--- config.mk ---
export PLATFORM = sky130hd
export DESIGN_NAME = srjf_task_feeder
export DESIGN_NICKNAME = d
export VERILOG_FILES = /design/src/rtl/srjf_task_feeder.sv
export SDC_FILE = /design/constraint.sdc
export NUM_CORES = 1
export LEC_CHECK = 0
export ABC_AREA = 1
export BUFFER_PORTS_ARGS = -buffer_cell sky130_fd_sc_hd__buf_2
export CAP_MARGIN = 40
export CORE_ASPECT_RATIO = 0.7
export CORE_MARGIN = 10
export CORE_UTILIZATION = 40
export DETAILED_ROUTE_END_ITERATION = 10
export PLACE_DENSITY = 0.65
export SKIP_LAST_GASP = 1
export SLEW_MARGIN = 20
export SYNTH_ARGS = -nofsm -noshare
export SYNTH_HDL_FRONTEND = slang
export SYNTH_SLANG_ARGS = --single-unit
--- constraint.sdc ---
create_clock -name clk -period 7.18 [get_ports clk]
set_input_delay 2.154 -clock clk [delete_from_list [all_inputs] [get_ports clk]]
set_output_delay 2.154 -clock clk [all_outputs]
set_load 0.03 [all_outputs]
--- src/rtl/srjf_task_feeder.sv ---
// srjf_task_feeder: preloaded task table feeding the SRJF scheduler.
// Issues each entry at its arrival time and mirrors the scheduler's slots
// from task_out so it never issues into a full scheduler.
module srjf_task_feeder #(
  parameter int unsigned DEPTH   = 8,
  parameter int unsigned SLOTS   = 5,
  parameter int unsigned ID_W    = 16,
  parameter int unsigned BURST_W = 4,
  parameter int unsigned ARR_W   = 6
) (
  input  logic                           clk,
  input  logic                           rst,
  input  logic                           i_load_en,
  input  logic [ARR_W+BURST_W+ID_W-1:0]  i_load_data,
  output logic                           o_load_err,
  input  logic                           i_go,
  input  logic                           i_clr,
  output logic                           o_st,
  output logic                           o_inputtask,
  output logic [BURST_W+ID_W-1:0]        o_task_in,
  input  logic [ID_W-1:0]                i_task_out,
  input  logic                           i_sched_empty,
  output logic                           o_busy,
  output logic                           o_done,
  output logic [3:0]                     o_issued_cnt,
  output logic [7:0]                     o_stall_cnt
);

  localparam int unsigned CNT_W  = $clog2(DEPTH + 1);
  localparam int unsigned IDX_W  = $clog2(DEPTH);
  localparam int unsigned SLOT_W = $clog2(SLOTS + 1);
  localparam int unsigned SI_W   = $clog2(SLOTS);

  typedef enum logic [2:0] {StIdle, StStart, StRun, StDrain, StDone} state_e;

  state_e               r_state;
  logic [CNT_W-1:0]     r_cnt, r_rptr;
  logic [ARR_W-1:0]     r_timer;
  logic                 r_load_err, r_st, r_inputtask, r_busy, r_done;
  logic [BURST_W+ID_W-1:0] r_task_in;
  logic [3:0]           r_issued;
  logic [7:0]           r_stall;

  logic [ARR_W-1:0]     r_tab_arr   [DEPTH];
  logic [BURST_W-1:0]   r_tab_burst [DEPTH];
  logic [ID_W-1:0]      r_tab_id    [DEPTH];

  logic [SLOTS-1:0]     r_mv;
  logic [ID_W-1:0]      r_mid  [SLOTS];
  logic [BURST_W-1:0]   r_mrem [SLOTS];

  logic                 w_load_req, w_load_ok, w_load_rej;
  logic [IDX_W-1:0]     w_ridx;
  logic [ARR_W-1:0]     w_head_arr, w_tnext;
  logic [BURST_W-1:0]   w_head_burst;
  logic [ID_W-1:0]      w_head_id;
  logic                 w_active, w_elig, w_room, w_issue, w_skip, w_stall, w_track;
  logic [SLOT_W-1:0]    w_mcnt;
  logic                 w_hit, w_free_found;
  logic [SI_W-1:0]      w_hit_idx, w_free_idx;

  // Load acceptance; clr takes priority over a same-cycle load
  assign w_load_req = (r_state == StIdle) && i_load_en && !i_clr;
  assign w_load_rej = w_load_req && ((r_cnt == CNT_W'(DEPTH)) || (i_load_data[ID_W-1:0] == '1));
  assign w_load_ok  = w_load_req && !w_load_rej;

  // Head-of-table issue decision; timer compare uses the value visible with the issue
  assign w_ridx       = r_rptr[IDX_W-1:0];
  assign w_head_arr   = r_tab_arr[w_ridx];
  assign w_head_burst = r_tab_burst[w_ridx];
  assign w_head_id    = r_tab_id[w_ridx];
  assign w_tnext      = (r_state == StStart) ? '0 :
                        (r_timer == '1)      ? r_timer : r_timer + ARR_W'(1);
  assign w_active     = (r_state == StStart) || (r_state == StRun);
  assign w_elig       = w_active && (r_rptr < r_cnt) && (w_tnext >= w_head_arr);
  assign w_room       = w_mcnt < SLOT_W'(SLOTS);
  assign w_skip       = w_elig && (w_head_burst == '0);
  assign w_issue      = w_elig && (w_head_burst != '0) && w_room;
  assign w_stall      = w_elig && (w_head_burst != '0) && !w_room;
  assign w_track      = (w_active || (r_state == StDrain)) && (i_task_out != '1);

  // Mirror occupancy, lowest matching entry and lowest free entry
  always_comb begin
    w_mcnt       = '0;
    w_hit        = 1'b0;
    w_hit_idx    = '0;
    w_free_found = 1'b0;
    w_free_idx   = '0;
    for (int i = 0; i < SLOTS; i++) begin
      if (r_mv[i]) w_mcnt = w_mcnt + SLOT_W'(1);
      if (r_mv[i] && (r_mid[i] == i_task_out) && !w_hit) begin
        w_hit     = 1'b1;
        w_hit_idx = SI_W'(i);
      end
      if (!r_mv[i] && !w_free_found) begin
        w_free_found = 1'b1;
        w_free_idx   = SI_W'(i);
      end
    end
  end

  // Task table storage; validity is tracked by r_cnt
  always_ff @(posedge clk) begin
    if (w_load_ok) begin
      r_tab_arr[r_cnt[IDX_W-1:0]]   <= i_load_data[ARR_W+BURST_W+ID_W-1 -: ARR_W];
      r_tab_burst[r_cnt[IDX_W-1:0]] <= i_load_data[BURST_W+ID_W-1 -: BURST_W];
      r_tab_id[r_cnt[IDX_W-1:0]]    <= i_load_data[ID_W-1:0];
    end
  end

  // Slot mirror: decrement on task_out, free at zero, allocate on issue
  always_ff @(posedge clk or posedge rst) begin
    if (rst) begin
      r_mv <= '0;
      for (int i = 0; i < SLOTS; i++) begin
        r_mid[i]  <= '0;
        r_mrem[i] <= '0;
      end
    end else begin
      if (w_track && w_hit) begin
        if (r_mrem[w_hit_idx] == BURST_W'(1)) r_mv[w_hit_idx] <= 1'b0;
        else r_mrem[w_hit_idx] <= r_mrem[w_hit_idx] - BURST_W'(1);
      end
      // Allocation only happens with a slot already free, never the one being released
      if (w_issue) begin
        r_mv[w_free_idx]   <= 1'b1;
        r_mid[w_free_idx]  <= w_head_id;
        r_mrem[w_free_idx] <= w_head_burst;
      end
    end
  end

  // Run control FSM with registered outputs and statistics
  always_ff @(posedge clk or posedge rst) begin
    if (rst) begin
      r_state     <= StIdle;
      r_cnt       <= '0;
      r_rptr      <= '0;
      r_timer     <= '0;
      r_load_err  <= 1'b0;
      r_st        <= 1'b0;
      r_inputtask <= 1'b0;
      r_task_in   <= '0;
      r_busy      <= 1'b0;
      r_done      <= 1'b0;
      r_issued    <= '0;
      r_stall     <= '0;
    end else begin
      r_load_err  <= w_load_rej;
      r_st        <= 1'b0;
      r_inputtask <= w_issue;
      r_task_in   <= w_issue ? {w_head_burst, w_head_id} : '0;
      if (w_load_ok) r_cnt <= r_cnt + CNT_W'(1);
      if (w_issue || w_skip) r_rptr <= r_rptr + CNT_W'(1);
      if (w_issue) r_issued <= r_issued + 4'd1;
      if (w_stall && (r_stall != '1)) r_stall <= r_stall + 8'd1;
      case (r_state)
        StIdle, StDone: begin
          if (i_clr) begin
            r_state <= StIdle;
            r_cnt   <= '0;
            r_done  <= 1'b0;
          end else if (i_go) begin
            r_state  <= StStart;
            r_st     <= 1'b1;
            r_busy   <= 1'b1;
            r_done   <= 1'b0;
            r_timer  <= '0;
            r_rptr   <= '0;
            r_issued <= '0;
            r_stall  <= '0;
          end
        end
        StStart: begin
          r_state <= StRun;
          r_timer <= '0;
        end
        StRun: begin
          r_timer <= w_tnext;
          if (r_rptr == r_cnt) r_state <= StDrain;
        end
        StDrain: begin
          if ((w_mcnt == '0) && i_sched_empty) begin
            r_state <= StDone;
            r_busy  <= 1'b0;
            r_done  <= 1'b1;
          end
        end
        default: r_state <= StIdle;
      endcase
    end
  end

  assign o_load_err   = r_load_err;
  assign o_st         = r_st;
  assign o_inputtask  = r_inputtask;
  assign o_task_in    = r_task_in;
  assign o_busy       = r_busy;
  assign o_done       = r_done;
  assign o_issued_cnt = r_issued;
  assign o_stall_cnt  = r_stall;

endmodule

Yosys cells after proc, flatten, opt, wreduce, memory -nomap -nowiden
Memories as Yosys holds them, arrays and structs flattened.
Index checks and enable logic that the tools add are counted.
Widths: inputs -> output; s select.
- register bits after elaboration: 159
- bits in writable memories: 208
- logic and storage cells: 216
- memories: 3
- add/subtract/negate cells: 10
- $lt $le $gt $ge: 11
- equality and inequality tests: 21
- multiplexer cells: 83
- bitwise gates (word level): 5
- reduce and logical (&&, ||, !) cells: 60
- memory list (memory ; depth ; width ; rd ports ; clocked after memory_dff ; wr ports ; RTL line ; source):
    r_tab_id ; 8 ; 16 ; 1 ; 0 ; 1 ; 46 ; logic [ID_W-1:0] r_tab_id [DEPTH];
    r_tab_arr ; 8 ; 6 ; 1 ; 0 ; 1 ; 44 ; logic [ARR_W-1:0] r_tab_arr [DEPTH];
    r_tab_burst ; 8 ; 4 ; 1 ; 0 ; 1 ; 45 ; logic [BURST_W-1:0] r_tab_burst [DEPTH];
- operators by type and width (operator ; number):
    $bwmux 80 ; 1
    $eq 16x16->1 ; 5
    $mux 20 ; 4
    $mux 4 ; 15
    $demux 16 s3 ; 1
    $bwmux 20 ; 2
    $mux 3 ; 13
    $mux 8 ; 4
    $logic_and 1x1->1 ; 31
    $mux 1 ; 25
    $demux 4 s3 ; 2
    $mux 6 ; 4
    $pmux 6 s3 ; 1
    $eq 16x16->1 const B ; 1
    $mux 16 ; 1
    $ne 16x16->1 const B ; 1
    $mux 5 ; 3
    $logic_not 1->1 ; 14
    $add 4x1->4 const B ; 3
    $bmux 4 s3 ; 1
    $pmux 3 s4 ; 1
    $add 3x1->3 const B ; 3
    $reduce_and 3->1 ; 3
    $add 8x1->8 const B ; 1
    other kinds (36) ; 50

Longest topological paths before layout
Gate-level depths: netlist of the first run.
- word-level depth: 25
- depth in mapped cells: 24

Worst setup path after synthesis of the first run
No wires, ideal clock.
- kind: input to register
- start: input i_clr
- end: memory r_tab_arr[1][0], enable pin
- data arrival time: 4.773 ns
- required time: 6.738 ns
- path slack: 1.965 ns
- stages on the path: 5
- buffers on the path: 0
- path through: nor2_1 > inv_1 > nor4_1 > nand2_1 > nor3_1
- cells in the longest elaborated chain, start to end: 7
- RTL lines (item ; RTL line ; source):
    from (decl) ; 17 ; input logic i_clr,
    $logic_not 1->1 * ; 63 ; assign w_load_req = (r_state == StIdle) && i_load_en && !i_clr;
    $logic_and 1x1->1 * ; 63 ;
    $logic_and 1x1->1 ; 64 ; assign w_load_rej = w_load_req && ((r_cnt == CNT_W'(DEPTH)) || (i_load_data[ID_W-1:0] == '1));
    $logic_not 1->1 ; 65 ; assign w_load_ok = w_load_req && !w_load_rej;
    $logic_and 1x1->1 * ; 65 ;
    $mux 1 * ; 104 ; if (w_load_ok) begin
    $mux 1 (implied by the code) * ; 105 ; r_tab_arr[r_cnt[IDX_W-1:0]] <= i_load_data[ARR_W+BURST_W+ID_W-1 -: ARR_W];
    to (decl) ; 44 ;
Every way passes the cells marked *; elsewhere a longest branch is shown, timed or not.

Worst setup path after layout of the first run
- start: input i_task_out[10]
- end: register r_mrem[6] in the netlist's numbering
- cells in the longest elaborated chain, start to end: 25
- elaborated cells between the ends (all ways): 46
- RTL lines (item ; RTL line ; source):
    from (decl) ; 21 ; input logic [ID_W-1:0] i_task_out,
    $eq 16x16->1 ; 91 ; if (r_mv[i] && (r_mid[i] == i_task_out) && !w_hit) begin
    $logic_and 1x1->1 ; 91 ;
    $mux 1 ; 91 ;
    $logic_not 1->1 ; 91 ;
    $logic_and 1x1->1 ; 91 ;
    $mux 1 ; 91 ;
    $logic_not 1->1 ; 91 ;
    $logic_and 1x1->1 ; 91 ;
    [9 not listed] ; n/a ;
    $mux 4 (implied by the code) / $logic_and 1x1->1 (equally long branches) ; 121, 122 ;
    $mux 4, on equally long branches ; 121, 122 ;
    $sub 4x1->4 / $demux 4 s3 (equally long branches) ; 122 ; else r_mrem[w_hit_idx] <= r_mrem[w_hit_idx] - BURST_W'(1);
    $bwmux 20 ; 122 ;
    $mux 20 ; 121 ; if (r_mrem[w_hit_idx] == BURST_W'(1)) r_mv[w_hit_idx] <= 1'b0;
    $mux 20 * ; 120 ; if (w_track && w_hit) begin
    $bwmux 20 ; 128 ; r_mrem[w_free_idx] <= w_head_burst;
    $mux 20 * ; 125 ; if (w_issue) begin
    to (signal, indexed assignment) ; 122 ;
    to (signal, indexed assignment) ; 128 ;
    to (decl) ; 50 ; logic [BURST_W-1:0] r_mrem [SLOTS];
Every way passes the cells marked *; elsewhere a longest branch is shown, timed or not. The select of a mux whose other input is x is not followed.
A chain may end at the register's enable or synchronous reset.

==> results of run 1 <==
-- metal layers --
metal / vias to the layer above / wire length (um)
met1: 6633 / 25400
li1: 6590 / -
met3: 80 / 6440
met5: - / 61
met2: 624 / 21600
met4: 8 / 889
-- power groups by stage --
stage	Sequential, uW	Combinational, uW	Clock, uW
2_1_floorplan	2410	814	0
3_3_place_gp	2400	1360	0
3_5_place_dp	2400	1380	0
4_1_cts	2360	1400	2020
5_1_grt	2370	1600	2110
6_report	2360	1440	1990
-- cell usage in the layout (no fill, tap or decap), types with 3 or more instances in the layout --
cell        netlist  final
nand2_1         434    434
nor2_1          242    236
o21ai_0         216    215
inv_1           214    213
edfxtp_1        208    208
dfrtp_1         159    158
buf_2            19     85
nand3_1          60     60
o22ai_1          52     52
a21oi_1          42     42
clkbuf_16         0     37
o21ai_1          33     34
buf_4            10     34
nand4_1          29     29
nor3_1           28     24
ha_1             24     24
inv_2            22     22
xnor2_1          13     13
nor2_2            7     12
xor2_1            9      9
clkbuf_1         35      9
nand2_2           8      8
nand3b_1          7      7
nor4_1            7      7
diode_2           0      5
o221ai_1          5      5
clkinv_1          1      5
nand2_4           4      4
nor3_2            0      4
nor3b_1           3      3
and3_1            3      3
o21a_1            3      3
inv_6             0      3
bufinv_16         0      3
clkbuf_8          0      3
clkinvlp_4        0      3
buf_6             2      3
-- registers in the layout, indices dropped and copies added (netlist names), 5 cells and up --
| signal | count |
|---|---|
| r_tab_id | 128 |
| r_mrem | 20 |
| r_mv | 5 |
| o_stall_cnt | 8 |
| r_timer | 6 |
| r_mid | 80 |
| r_tab_burst | 32 |
| o_task_in | 20 |
| r_tab_arr | 48 |
-- worst paths after layout --
kind,start,to,slack [ps]
min in group asynchronous,rst,r_mid[19]$_DFFE_PP0P_,1650
min,r_mid[18]$_DFFE_PP0P_,r_mid[18]$_DFFE_PP0P_,510
min reg2reg,r_mid[18]$_DFFE_PP0P_,r_mid[18]$_DFFE_PP0P_,510
max reg2reg,r_rptr[1]$_DFF_PP0_,r_mrem[0]$_DFF_PP0_,2580
max in group asynchronous,rst,o_stall_cnt[5]$_DFF_PP0_,4530
max,i_task_out[10],r_mrem[6]$_DFF_PP0_,2520
-- area by class of cell --
class                           count  area [um2]  share of cell area [%]
Antenna cell                        5        12.5                  0.0627
Clock buffer                       49        1000                    5.02
Clock inverter                     19         233                    1.17
Inverter                          237         895                    4.48
Multi-Input combinational cell   1254        6050                    30.3
Sequential cell                   367       10200                    51.2
Tap cell                          585         732                    3.67
Timing Repair Buffer              126         810                    4.06
-- worst max-delay path: cells and delay by family --
kind,cells,cell delay [ps]
AND/OR/NAND/NOR,17,2100
adder cells (fa/ha/maj),1,280
AO/OA/AOI/OAI,1,80
buffers and inverters,3,510
-- kinds of logic after synthesis --
group,after synthesis
adder cells (fa/ha/maj),24
XOR/XNOR,22
buffers and inverters,305
AND/OR/NAND/NOR,844
AO/OA/AOI/OAI,363
flip-flops,367
multiplexers,1
-- per-stage QoR --
stage	std cells	utilization, %	total power, uW
floorplan	1926	-	3220
finish	2642	46.7	5790
global placement	2560	43.5	3750
detailed placement	2565	43.6	3790
CTS	2633	46.5	5770
global route	2637	46.7	6070
==> out/metrics.yaml, run 1 <==
status:
  run_status: "finished clean"
synth:
  yosys-top-cells-count: "nand2_1 (434), nor2_1 (242), o21ai_0 (216), inv_1 (214), edfxtp_1 (208)"
  yosys_warnings: 0
  avgSynthCellArea_um2: 9.06
  synth_area_leaders: "edfxtp_1 (36%), dfrtp_1 (23%), nand2_1 (9.3%)"
  synthSimpleGateAreaFrac_pct: 20.3
  synthDistinctLibCells: 51
  synthCells: 1926
  synth-xor-area-share_pct: 1.10
  synth_mux_area_share_pct: 0.0788
  synth_seq_cells: 367
  synthFlopType: "edfxtp_1"
  synth_top_cell_by_area: "edfxtp_1"
  synth_edf_count: 208
  synth.most_common_cell: "nand2_1"
  synth_fa_ha_area_share_pct: 1.72
  synth_compound_area_share_pct: 11.2
  seq_area_frac_synth_pct: 58.6
  syn_area_um2: 17500
  synth_top_family_by_area: "simple AND/OR/NAND/NOR gates"
  syn_nets: 1998
  synth_top_area_share_pct: 35.8
  synthArstFlopShare_pct: 43.3
timing:
  slew_violations: 0
  setup_ws_ps: 2520
  timing.fmax_ghz: 0.214
  holdWs_ps: 511
  post-route-period-util_pct: 64.9
  finalClockSkew_ps: 29.6
  worst_pin_slew_ps: 806
  rsz0062_at_grt: "no"
  setup-violations-final: 0
  hold_viol: 0
  slew_headroom_pct: 45.9
  fin_crit_ps: 4660
  setup_tns_ps: 0
global_routing:
  grt_max_degree: 101
  met3_usage_pct: 7.51
  top_usage_layer: "met1"
  grt_pass1_vias: 13301
  antenna_found_initial: 9
  grt_overflow: 0
  grtUsageMet1_pct: 29.9
  grt_pass1_wl_um: 82400
  grt_use_met2_pct: 27.7
  grtUsageTotal_pct: 20.3
die:
  core-area_um2: 42700
  dieArea_um2: 52500
  placementRows: 63
  ioPinCount: 85
  start_util_pct: 40.9
  fp.dieW_um: 270
  die_h_um: 195
place:
  port-buffer-count: 84
  hpwl_um: 38100
  pre_cts_slack_ps: 2110
  placed_area_um2: 18600
  gp_congestion: 1.03
routing:
  drt_pass1_iterations: 6
  routed_wl_um: 54400
  dr_total_vias: 13935
  antenna_left: 0
  drt_iter0_drc: 1682
  drc: 0
  vias_per_cell: 5.27
  wire_per_inst_um: 20.6
finish:
  num-nets-final: 2095
  fill_cells: 4045
  syn_to_final_growth_pct: 14.3
  postLayoutCellArea_um2: 20000
  final_layout_size_suffix_gt1_share_pct: 11.9
clock_tree:
  postCtsHoldBufs: 0
  cts_resized: 0
  cts-root-buf: "clkbuf_16"
  htree_levels: 2
  cts_made_buffers: 37
  cts_tree: "built"
  postCtsSetupBuffers: 0
  path_clk_slew_ps: 60
  cts_buffer_depth: 3
  cts_sinks: 367
  clkLatencyLatePin_ps: 560
critical_path:
  path_cells: "buf_2 -> inv_2 -> nand2_1 -> nand2_1 -> nor2_1 -> nand2_1 -> nor2_1 -> nand3_1 -> nand2_1 -> nor2_2 -> nand2_4 -> nand2_1 -> nor2_1 -> nand2_1 -> nand2_1 -> ha_1 -> nand3_4 -> nand2_2 -> inv_1 -> nand2_1 -> nand3_1 -> o21ai_0"
  crit_top_cell: "nand2_1"
  path_max_fanout: 14
  crit_slowest_cell: "buf_2"
  path_class: "input pin to register"
  cp_data_arrival_time_ps: 5140
  end_kind: "register"
  rr_worst_depth: 18
  cp.required_ps: 7660
  cpPeakStageDelay_ps: 280
  critPathLaunchType: "input pin"
power:
  seq_power_share_pct: 40.8
  power_frac_comb_pct: 24.9
  p_sw_uw: 1970
  power_frac_clock_pct: 34.3
  p_leak_uw: 0.00868
  swShare_pct: 34.0
  internal_power_uw: 3820
  powerDensity_nw_per_um2: 290
  ir_worst_vdd_v: 0.000206
job:
  maxCapViolations: 0
hold_path:
  hold_depth: 2
  hold_class: "register to register"
(Power assumes the default switching activity.)
==> inputs of run 2 (changes only) <==
- clock period: 7.18 -> 4.83 ns (I/O delays scaled with it)
==> run 2 against run 1 <==
Net effect: worst hold slack lost 3.8 ps; combinational power grew 47%; utilization is essentially flat; count of clock-buffer cells in the layout shrank 5; design area is essentially flat; clock power grew 51%; sequential share of layout area is essentially flat; non-clock buffer count grew 4; global-route usage grew 0.40 points; sequential power grew 48%; critical endpoint is now r_mrem[8]$_DFF_PP0_; largest power group unchanged; highest routed layer unchanged.
==> out/metrics.yaml, run 2 (synthesis gave the netlist of run 1 again) <==
power:
  p_sw_uw: 2860  # +45%
  internal_power_uw: 5760  # +51%
  p_leak_uw: 0.00871  # +0.43%
  ir_worst_vdd_v: 0.000303  # +47%
  seq_power_share_pct: 40.7  # about the same
  power_frac_clock_pct: 34.9  # +0.6 points
  powerDensity_nw_per_um2: 431  # +49%
  power_frac_comb_pct: 24.5  # -0.4 points
  p_total_uw: 8610  # +49%
  swShare_pct: 33.2  # -0.86 points
timing:
  worst_pin_slew_ps: 813  # +6.80 ps
  setup_tns_ps: 0  # unchanged
  finalClockSkew_ps: 27.7  # -1.94 ps
  rsz0062_at_grt: "no"
  setup_ws_ps: 584  # -1930 ps
  slew_violations: 0  # unchanged
  setup-violations-final: 0  # unchanged
  hold_viol: 0  # unchanged
  fin_crit_ps: 4250
  slew_headroom_pct: 45.8  # -0.092 points
  post-route-period-util_pct: 87.9
  timing.fmax_ghz: 0.236
hold_path:
  hold_depth: 2  # unchanged
  hold_class: "register to register"
die:
  dieArea_um2: 52500  # unchanged
  placementRows: 63  # unchanged
  core-area_um2: 42700  # unchanged
  start_util_pct: 40.9  # unchanged
  ioPinCount: 85  # unchanged
  fp.dieW_um: 270  # unchanged
  die_h_um: 195  # unchanged
critical_path:
  end_kind: "register"
  rrSetupSlack_ps: 580  # -2000 ps
  rr_worst_depth: 17  # -1
  cp_data_arrival_time_ps: 4650  # -490 ps
  crit_top_cell: "o21ai_0"
  cp_num_buf_inv: 4  # +1
  path_delay_family: "compound AO/OA/AOI/OAI gates"
  cpPeakStageDelay_ps: 500  # +220 ps
  path_depth: 17  # -23%
  crit_slowest_cell: "dfrtp_2"
  cp.required_ps: 5240  # -2420 ps
  path_cells: "inv_2 -> buf_4 -> o21ai_0 -> o221ai_1 -> o21ai_0 -> ha_1 -> inv_1 -> nor2_1 -> o211ai_1 -> o2111ai_1 -> nand4_1 -> a31oi_2 -> nand2_2 -> nor2_2 -> inv_1 -> nand3_1 -> o21ai_0"
  path_max_fanout: 22  # +8
  path_class: "register to register"
  critPathLaunchType: "register"
finish:
  postLayoutCellArea_um2: 20000  # about the same
  syn_to_final_growth_pct: 14.5  # about the same
  largest_reg_flops: 128  # unchanged
  final_layout_size_suffix_gt1_share_pct: 12.3  # +0.37 points
  final_cell_mix: "nand2_1 (434), nor2_1 (236), o21ai_0 (216)"
  num-nets-final: 2099  # +0.19%
  mostFrequentLayoutCell: "nand2_1"
clock_tree:
  postCtsHoldBufs: 0  # unchanged
  cts_tree: "built"
  cts-root-buf: "clkbuf_16"
  cts_buffer_depth: 3  # unchanged
  clkLatencyLatePin_ps: 550  # about the same
  cts_sinks: 367  # unchanged
  htree_levels: 2  # unchanged
  path_clk_slew_ps: 70  # about the same
  cts_resized: 0  # unchanged
  postCtsSetupBuffers: 0  # unchanged
  cts_made_buffers: 37  # unchanged
place:
  gp_congestion: 1.06  # +3.5%
  placed_area_um2: 18700  # +0.38%
  pre_cts_slack_ps: 503  # -1610 ps
  hpwl_um: 39500  # +3.8%
  port-buffer-count: 84  # unchanged
global_routing:
  grt_max_degree: 80  # -21%
  grt_pass1_vias: 13448  # +1.1%
  grtUsageTotal_pct: 20.7  # +0.40 points
  grt_overflow: 0  # unchanged
  antenna_found_initial: 8  # -1
  grt_pass1_wl_um: 83900  # +1.7%
routing:
  drc: 0  # unchanged
  antenna_left: 0  # unchanged
  drt_iter0_drc: 1533  # -8.9%
  routed_wl_um: 55500  # +2.1%
  drt_pass1_iterations: 6  # unchanged
  wire_per_inst_um: 21.0  # +2.0%
  vias_per_cell: 5.34  # +1.3%
  dr_total_vias: 14136  # +1.4%
status:
  run_status: "finished clean"
job:
  maxCapViolations: 0  # unchanged
[run 2: through the flow]
stage	cells	util [%]	hold slack, ps
floorplan	1926	-	473
global placement	2571	43.7	495
detailed placement	2573	43.8	499
CTS	2640	46.7	515
global route	2641	46.7	550
finish	2645	46.8	507
[run 2: power by group through the flow]
stage | Sequential, uW | Combinational, uW | Clock [uW]
5_1_grt | 3510 | 2350 | 3200
3_3_place_gp | 3560 | 2030 | 0
6_report | 3500 | 2110 | 3000
4_1_cts | 3500 | 2090 | 3050
3_5_place_dp | 3570 | 2080 | 0
2_1_floorplan | 3580 | 1210 | 0
[run 2: worst paths after layout]
kind / endpoint / from
max reg2reg: r_mrem[8]$_DFF_PP0_ / r_rptr[0]$_DFF_PP0_
min reg2reg: r_mid[18]$_DFFE_PP0P_ / r_mid[18]$_DFFE_PP0P_
max: r_mrem[8]$_DFF_PP0_ / r_rptr[0]$_DFF_PP0_
min in group asynchronous: r_mid[72]$_DFFE_PP0P_ / rst
min: r_mid[18]$_DFFE_PP0P_ / r_mid[18]$_DFFE_PP0P_
max in group asynchronous: o_st$_DFF_PP0_ / rst
[run 2: area by class of cell]
cell class	instances	area (um2)
Tap cell	585	732
Inverter	237	893
Sequential cell	367	10200
Fill cell	4060	22700
Multi-Input combinational cell	1254	6050
Antenna cell	5	12.5
Clock inverter	23	264
Timing Repair Buffer	130	813
Clock buffer	44	987
[run 2: tightest hold or removal path, stage by stage, from the launching register on]
cell and delay [ps]:
dfrtp_1 360, nand2_1 50, o21ai_0 60
[run 2: layer usage]
| metal | global-route usage [%] | vias up | routed length (um) |
|---|---|---|---|
| met4 | 4.34 | 8 | 877 |
| met1 | 30.9 | 6834 | 26200 |
| met3 | 7.73 | 70 | 6750 |
| li1 | - | 6618 | - |
| met2 | 27.7 | 606 | 21600 |
| met5 | 0 | - | 49 |
